--- src/rtl/seq_booth_multiplier.sv ---
// Iterative radix-4 Booth multiplier: one Booth digit per cycle, WIDTH/2+1 cycles per product.
// Operands are extended by two bits so signed and unsigned modes share one signed datapath.
module seq_booth_multiplier #(
    parameter int WIDTH = 16
) (
    input  logic               clk,
    input  logic               rst,
    input  logic               input_ready,
    input  logic               signed_mode,
    input  logic [WIDTH-1:0]   a,
    input  logic [WIDTH-1:0]   b,
    output logic               busy,
    output logic               output_valid,
    output logic [2*WIDTH-1:0] prod
);

    localparam int ITER = WIDTH / 2 + 1;
    localparam int EXT  = WIDTH + 2;
    localparam int HW   = EXT + 2;
    localparam int CW   = $clog2(ITER + 1);
    localparam logic [CW-1:0] LAST_ITER = CW'(ITER - 1);

    typedef enum logic {
        IDLE = 1'b0,
        CALC = 1'b1
    } state_t;

    state_t          state;
    logic [CW-1:0]   iter_cnt;
    logic [EXT-1:0]  mcand;
    logic [HW-1:0]   acc_hi;
    logic [EXT-1:0]  acc_lo;
    logic            q_m1;

    logic [2:0]      group;
    logic [HW-1:0]   m_ext;
    logic [HW-1:0]   addend;
    logic [HW-1:0]   sum_hi;
    logic [HW-1:0]   next_hi;
    logic [EXT-1:0]  next_lo;
    logic [EXT-1:0]  a_ext;
    logic [EXT-1:0]  b_ext;

    // Unsigned operands get zero-extended, so the signed datapath sees them as positive.
    assign a_ext = {{2{a[WIDTH-1] & signed_mode}}, a};
    assign b_ext = {{2{b[WIDTH-1] & signed_mode}}, b};

    assign group = {acc_lo[1:0], q_m1};
    assign m_ext = {{2{mcand[EXT-1]}}, mcand};

    always_comb begin
        addend = '0;
        case (group)
            3'b001, 3'b010: addend = m_ext;
            3'b011:         addend = m_ext << 1;
            3'b100:         addend = -(m_ext << 1);
            3'b101, 3'b110: addend = -m_ext;
            default:        addend = '0;
        endcase
    end

    assign sum_hi = acc_hi + addend;

    // Arithmetic shift of the whole {hi, lo} accumulator by one Booth digit.
    assign next_hi = {{2{sum_hi[HW-1]}}, sum_hi[HW-1:2]};
    assign next_lo = {sum_hi[1:0], acc_lo[EXT-1:2]};

    always_ff @(posedge clk) begin
        if (rst) begin
            state        <= IDLE;
            busy         <= 1'b0;
            output_valid <= 1'b0;
            prod         <= '0;
            iter_cnt     <= '0;
            mcand        <= '0;
            acc_hi       <= '0;
            acc_lo       <= '0;
            q_m1         <= 1'b0;
        end else begin
            case (state)
                IDLE: begin
                    output_valid <= 1'b0;
                    if (input_ready) begin
                        mcand    <= a_ext;
                        acc_lo   <= b_ext;
                        acc_hi   <= '0;
                        q_m1     <= 1'b0;
                        iter_cnt <= '0;
                        busy     <= 1'b1;
                        state    <= CALC;
                    end
                end
                CALC: begin
                    acc_hi <= next_hi;
                    acc_lo <= next_lo;
                    q_m1   <= acc_lo[1];
                    if (iter_cnt == LAST_ITER) begin
                        // After the last digit the multiplier bits are fully shifted out.
                        prod         <= {next_hi[WIDTH-3:0], next_lo};
                        output_valid <= 1'b1;
                        busy         <= 1'b0;
                        iter_cnt     <= '0;
                        state        <= IDLE;
                    end else begin
                        iter_cnt <= iter_cnt + CW'(1);
                    end
                end
                default: begin
                    state <= IDLE;
                    busy  <= 1'b0;
                end
            endcase
        end
    end

endmodule
--- config.mk ---
export PLATFORM = sky130hd
export DESIGN_NAME = seq_booth_multiplier
export DESIGN_NICKNAME = d
export VERILOG_FILES = /design/src/rtl/seq_booth_multiplier.sv
export SDC_FILE = /design/constraint.sdc
export NUM_CORES = 1
export LEC_CHECK = 0
export CAP_MARGIN = 20
export CORE_MARGIN = 10
export CORE_UTILIZATION = 60
export CTS_BUF_LIST = sky130_fd_sc_hd__clkbuf_16
export DETAILED_ROUTE_END_ITERATION = 6
export PLACE_DENSITY = 0.86
export REMOVE_ABC_BUFFERS = 1
export SYNTH_ARGS = -nofsm -noshare
export SYNTH_HDL_FRONTEND = slang
export SYNTH_SLANG_ARGS = --single-unit
--- constraint.sdc ---
create_clock -name clk -period 10.83 [get_ports clk]
set_clock_uncertainty 0.1 [all_clocks]
set_input_delay 1.083 -clock clk [delete_from_list [all_inputs] [get_ports clk]]
set_output_delay 1.083 -clock clk [all_outputs]
set_load 0.005 [all_outputs]
==> flow_summary.toml, run 1 <==
[status]
outcome = "completed"

[job]
maxCapViolations = 0

[cells_and_area]
post-route-util_pct = 72.62
drive_gt1_share_pct = 6.361
fillers = 654
syn_to_final_growth_pct = 19.39
final_common_cell = "dfxtp_1"
diodes = 0
finalNetCount = 730
most-common-layout-cells = "dfxtp_1, nor2_1, clkdlybuf4s50_1"

[sta]
post-route-period-util_pct = 42.22
clock.fmax_mhz = 218.7
worst_slew_pin_slew_ns = 0.6488
period_minus_slack_ns = 4.573
relSlewSlack_pct = 56.59
hold_viol = 0
fin_tns_setup_ns = 0
setup_viol = 0
grt_setup_unrepaired = "false"
slew_viol_final = 0

[global_routing]
grt_usage_pct = 20.37
gr-total-overflow = 0
grt_pass1_vias = 4637
antenna_found_initial = 0
grt_max_degree = 49
grt_pass1_wl_um = 22430

[clock_tree]
clock-sinks = 93
post_cts_buffers = 0
insertion_delay_ns = 0.34
clk_pin_slew_worst_paths_ns = 0.07
root_buffer = "clkbuf_16"
ctsHtreeMaxLevel = 3
numCtsBuffers = 9
cts_resized = 0
cts_hold_buf = 0
cts_tree = "yes"
cts.path.max_buffers = 2

[route]
routed_wl_um = 13150
drcViolationCount = 0
vias = 4803
drt_iter0_markers = 432
ant_nets = 0
drt_pass1_iterations = 6
wire_per_inst_um = 16.77
viasPerCell = 6.126

[setup_path]
r2r-start = "mcand[0]"
rr_endpoint = "acc_hi[18]"
reg2reg_depth = 16
critPathKind = "register to register"
regToRegSetupSlack_ns = 6.26
endpoint_kind = "register"
crit_fanout = 5
startpoint_type = "register"
required_ns = 10.96
worstPathArrival_ns = 4.70

[placed_design]
post-dp-hpwl_um = 9332
place.port_buffers = 69
place.gp.congestion = 0.8806

[pwr]
ir_worst_vdd_uv = 83.97
p_per_area_mw_per_mm2 = 131.4
p_leak_uw = 0.002571

[synth]
synthFlopType = "dfxtp_1"
yosysUniqueCellTypes = 60
async_reset_ff_share_pct = 0
synthCells = 629
ys_seq_area_share_pct = 35.45
syn_avg_cell_area_um2 = 8.351
synth_edf_count = 0
synth-seq-cells = 93
netlist_area_mm2 = 0.005253
ys_warn_count = 0

[floorplanning]
pin_count = 70
row_count = 34
core_mm2 = 0.008636
initial_utilization_pct = 60.82
die_h_um = 113.6
die_w_um = 113.6
dieArea_mm2 = 0.01290

[min_path]
min_path_cells = 1
min_to = "busy"
hp-class = "register to register"
hp-start = "busy"
[layout make-up]
class	instances	area [µm²]	area share [%]
Multi-Input combinational cell	474	3153	50.28
Sequential cell	93	1862	29.69
Timing Repair Buffer	80	777.0	12.39
Clock buffer	9	225.2	3.591
Tap cell	108	135.1	2.155
Clock inverter	7	70.07	1.117
Inverter	13	48.80	0.7781
[synthesized netlist by cell type, types with 3 or more instances]
cell,n,area [µm²]
a211oi_1,3,22.52
a21o_1,6,45.04
a21oi_1,64,320.3
a221oi_1,13,113.9
a22o_1,46,402.9
a311oi_1,5,43.79
a31oi_1,6,37.54
and2_1,5,31.28
and3_1,4,25.02
buf_1,7,26.28
clkbuf_1,38,142.6
dfxtp_1,93,1862
ha_1,22,275.3
inv_1,11,41.29
mux2i_1,24,240.2
nand2_1,61,229.0
nand2b_1,6,37.54
nand3_1,10,50.05
nand3b_1,3,22.52
nor2_1,70,262.8
nor2b_1,4,25.02
nor3_1,12,60.06
nor3b_1,3,22.52
nor4_1,3,18.77
o211ai_1,5,37.54
o21a_1,3,22.52
o21ai_0,14,70.07
o21bai_1,3,22.52
o31ai_1,4,30.03
or3_1,5,31.28
xnor2_1,19,166.4
xor2_1,21,183.9
[worst max path at each step]
| stage | start | end | slack, ns | depth (start not counted) |
|---|---|---|---|---|
| floorplan | acc_lo[0] | acc_hi[18] | 6.34 | 13 |
| global placement | mcand[0] | acc_hi[18] | 6.43 | 16 |
| detailed placement | mcand[0] | acc_hi[18] | 6.26 | 16 |
| CTS | mcand[0] | acc_hi[18] | 6.25 | 16 |
| global route | acc_lo[0] | acc_hi[16] | 5.90 | 13 |
| finish | mcand[0] | acc_hi[18] | 6.26 | 16 |
[through the flow]
stage / power [µW] / hold slack (ns) / cell area [µm²] / setup slack [ns] / instances
3_5_place_dp: 517.1 / 0.3618 / 5968 / 6.265 / 767
6_report: 824.3 / 0.3747 / 6271 / 6.257 / 784
5_1_grt: 853.3 / 0.3982 / 6271 / 5.904 / 784
3_3_place_gp: 511.6 / 0.3433 / 5957 / 6.430 / 766
4_1_cts: 822.2 / 0.3799 / 6264 / 6.252 / 783
2_1_floorplan: 470.8 / 0.3315 / 5052 / 6.345 / 580
[state kept, by name, summed over array words and instances, names as in the netlist]
| name | flops |
|---|---|
| acc_lo | 18 |
| acc_hi | 18 |
| mcand | 17 |
| output_valid | 1 |
| busy | 1 |
| state | 1 |
| prod | 32 |
| iter_cnt | 4 |
| q_m1 | 1 |
[where the power goes]
group / internal, µW / switching [µW] / leakage [µW]
clock network: 162 / 148 / 0.000147
registers: 353 / 13.5 / 0.000756
logic: 64.4 / 83.4 / 0.00167
total: 580 / 245 / 0.00257
[worst max-delay path, stage by stage (launching register included)]
cell and delay (ns):
dfxtp_1 0.35, inv_1 0.08, ha_1 0.17, or3b_4 0.40
or4_4 0.46, or3_4 0.40, or3_4 0.34, xor2_1 0.15
nor2_1 0.09, a21oi_1 0.04, mux4_2 0.49, ha_1 0.25
nor3_1 0.20, nor2_1 0.09, a311oi_1 0.50, mux2i_1 0.24
o211ai_1 0.10
[per-layer routing]
layer  vias to the layer above  GRT usage [%]  part of all wire, %
met5                         -              0                    0
met4                         0          7.276                  1.8
met3                        22          3.675                  5.7
met2                       171          33.22                   48
met1                      2255          26.33                   45
li1                       2355              -                    -
[cells by family (layout without fill, tap and decap cells)]
kind of cell / count (synthesis) / count (layout) / synth area share (%)
compound gates: 185 / 185 / 24.44
xor+xnor: 40 / 40 / 6.670
flops: 93 / 93 / 35.45
simple gates: 200 / 200 / 17.87
fa+ha+maj: 23 / 23 / 5.622
buf+inv: 62 / 109 / 4.740
mux: 26 / 26 / 5.217
(Power assumes the default switching activity.)
==> inputs of run 2 (changes only) <==
Settings changed: CORE_UTILIZATION 60 to 50, PLACE_DENSITY 0.86 to 0.76.
Clock period 10.83 ns to 4.1 ns, I/O delays scaled along.
==> run 2 against run 1 <==
  * The run now ends with negative setup slack left
  * Final area up 7.4%
  * Critical path depth up 1
  * Clock-buffer cell count unchanged
  * Sequential power rose to 2.6 times the previous value
  * Clock power up 140%
  * Core utilization down 7.1 points
  * Via count up 4.0%
  * Fmax up 6.8%
  * First-iteration DRC count up 7.6%
  * Critical endpoint unchanged
==> flow_summary.toml, run 2 (synthesized netlist as in run 1, its figures left out) <==
[route]
viasPerCell = 5.864
ant_nets = 0
drcViolationCount = 0
drt_pass1_iterations = 5
wire_per_inst_um = 16.19
drt_iter0_markers = 465
vias = 4996
routed_wl_um = 13800

[placed_design]
place.gp.congestion = 0.9276
post-dp-hpwl_um = 9984
dp_slack_ns = -0.2147
place.port_buffers = 69
dp_cells = 836

[clock_tree]
ctsHtreeMaxLevel = 3
cts_tree = "yes"
insertion_delay_ns = 0.35
cts.path.max_buffers = 2
clk_pin_slew_worst_paths_ns = 0.07
clock-sinks = 93
root_buffer = "clkbuf_16"
numCtsBuffers = 9

[floorplanning]
dieArea_mm2 = 0.01501
row_count = 37
die_w_um = 122.5
core_mm2 = 0.01028
die_h_um = 122.5
pin_count = 70
initial_utilization_pct = 51.11

[sta]
period_minus_slack_ns = 4.282
post-route-period-util_pct = 104.4
grt_setup_unrepaired = "true"
fin_tns_setup_ns = -0.4863
clock.fmax_mhz = 233.5
worst_slew_pin_slew_ns = 1.034
relSlewSlack_pct = 30.90
hold_viol = 0
setup_slack_ns = -0.1818
slew_viol_final = 0
setup_viol = 5

[status]
violations = "negative setup slack"
outcome = "finished, violations left"

[cells_and_area]
area.sequential_mm2 = 0.001864
largest-register = "prod"
final_common_cell = "dfxtp_1"
syn_to_final_growth_pct = 28.28
most-common-layout-cells = "dfxtp_1, clkdlybuf4s50_1, nor2_1"
top_regs = "prod x32, acc_hi x18, acc_lo x18"
fillers = 876
post-route-util_pct = 65.56
layoutNonFillerInstCount = 852
drive_gt1_share_pct = 15.22
largest_reg_flops = 32
multi_input_area_mm2 = 0.003308
finalNetCount = 771
diodes = 0

[global_routing]
grt_pass1_vias = 4877
gr-total-overflow = 0
antenna_found_initial = 0
grt_pass1_wl_um = 22910
grt_usage_pct = 18.35
grt_max_degree = 48

[pwr]
p_int_uw = 1558
p_sw_share_pct = 28.76
power_switching_uw = 629.2
p_per_area_mw_per_mm2 = 324.7
ir_worst_vdd_uv = 248.7
p_comb_share_pct = 21.0
seqPwrFrac_pct = 44.3
pwr-share-clk_pct = 34.7
p_leak_uw = 0.002783

[setup_path]
reg2reg_depth = 17
regToRegSetupSlack_ns = -0.18
endpoint_kind = "register"
worstPathArrival_ns = 4.40
critPathKind = "register to register"
required_ns = 4.22
startpoint_type = "register"
crit_fanout = 4
r2r-start = "mcand[1]"
rr_endpoint = "acc_hi[18]"

[job]
maxCapViolations = 0

[min_path]
min_path_cells = 1
hp-class = "register to register"
min_to = "busy"
hp-start = "busy"
==> run 2: cell count changes in the layout (fill, tap and decap cells not counted), sizes merged <==
cell | previous run | this run
clkinvlp | 0 | 2
clkinv | 6 | 5
inv | 14 | 12
buf | 11 | 52
==> run 2: critical path, cell delays in order, from the launching register on <==
cell      delay [ns]
dfxtp_2         0.32
inv_2           0.07
ha_4            0.13
or3b_4          0.37
or4_4           0.53
or3_4           0.35
or3_4           0.34
and2_4          0.17
xor2_2          0.15
a221oi_2        0.29
nor2_1          0.09
ha_2            0.31
nor3_4          0.18
nor2_2          0.07
a311oi_2        0.27
buf_4           0.16
mux2i_1         0.17
o211ai_1        0.10
==> run 2: area by class of cell <==
type	count	share of cell area [%]
Clock inverter	6	0.5942
Inverter	13	0.7242
Clock buffer	9	3.343
Tap cell	136	2.526
Multi-Input combinational cell	474	49.10
Sequential cell	93	27.67
Timing Repair Buffer	121	16.04
==> run 2: how the worst max path moves through the flow <==
| stage | startpoint | end | depth (start not counted) |
|---|---|---|---|
| 6_report | mcand[1] | acc_hi[18] | 17 |
| 5_1_grt | mcand[1] | acc_hi[18] | 17 |
| 4_1_cts | mcand[0] | acc_hi[16] | 18 |
| 3_5_place_dp | mcand[0] | acc_hi[18] | 17 |
| 3_3_place_gp | mcand[0] | acc_hi[18] | 17 |
| 2_1_floorplan | acc_lo[0] | acc_hi[18] | 13 |
==> run 2: per-stage QoR <==
stage	hold WS, ns	instance area, µm²	power, µW
global route	0.3904	6738	2286
detailed placement	0.3584	6307	1416
floorplan	0.3315	5052	1244
finish	0.3722	6738	2188
CTS	0.3789	6581	2169
global placement	0.3523	6307	1403
==> run 2: repair_timing <==
action | in CTS | in global routing
setup buffers | 0 | 1
hold buffers | 0 | 0
endpoints found under the setup margin | 6 | 14
resized for setup | 3 | 31
pin swaps | 1 | 17
==> run 2: power groups by stage <==
stage          Sequential (µW)  Clock, µW  Combinational [µW]
6_report                   968        759                 460
4_1_cts                    966        768                 434
2_1_floorplan              992          0                 252
5_1_grt                    973        808                 505
3_3_place_gp               985          0                 418
3_5_place_dp               986          0                 429
==> run 2: per-layer routing <==
| layer | GRT usage [%] | share of wire [%] |
|---|---|---|
| met1 | 22.92 | 45 |
| met2 | 29.85 | 47 |
| met3 | 3.444 | 5.7 |
| met4 | 8.910 | 2.4 |
| met5 | 0 | 0 |
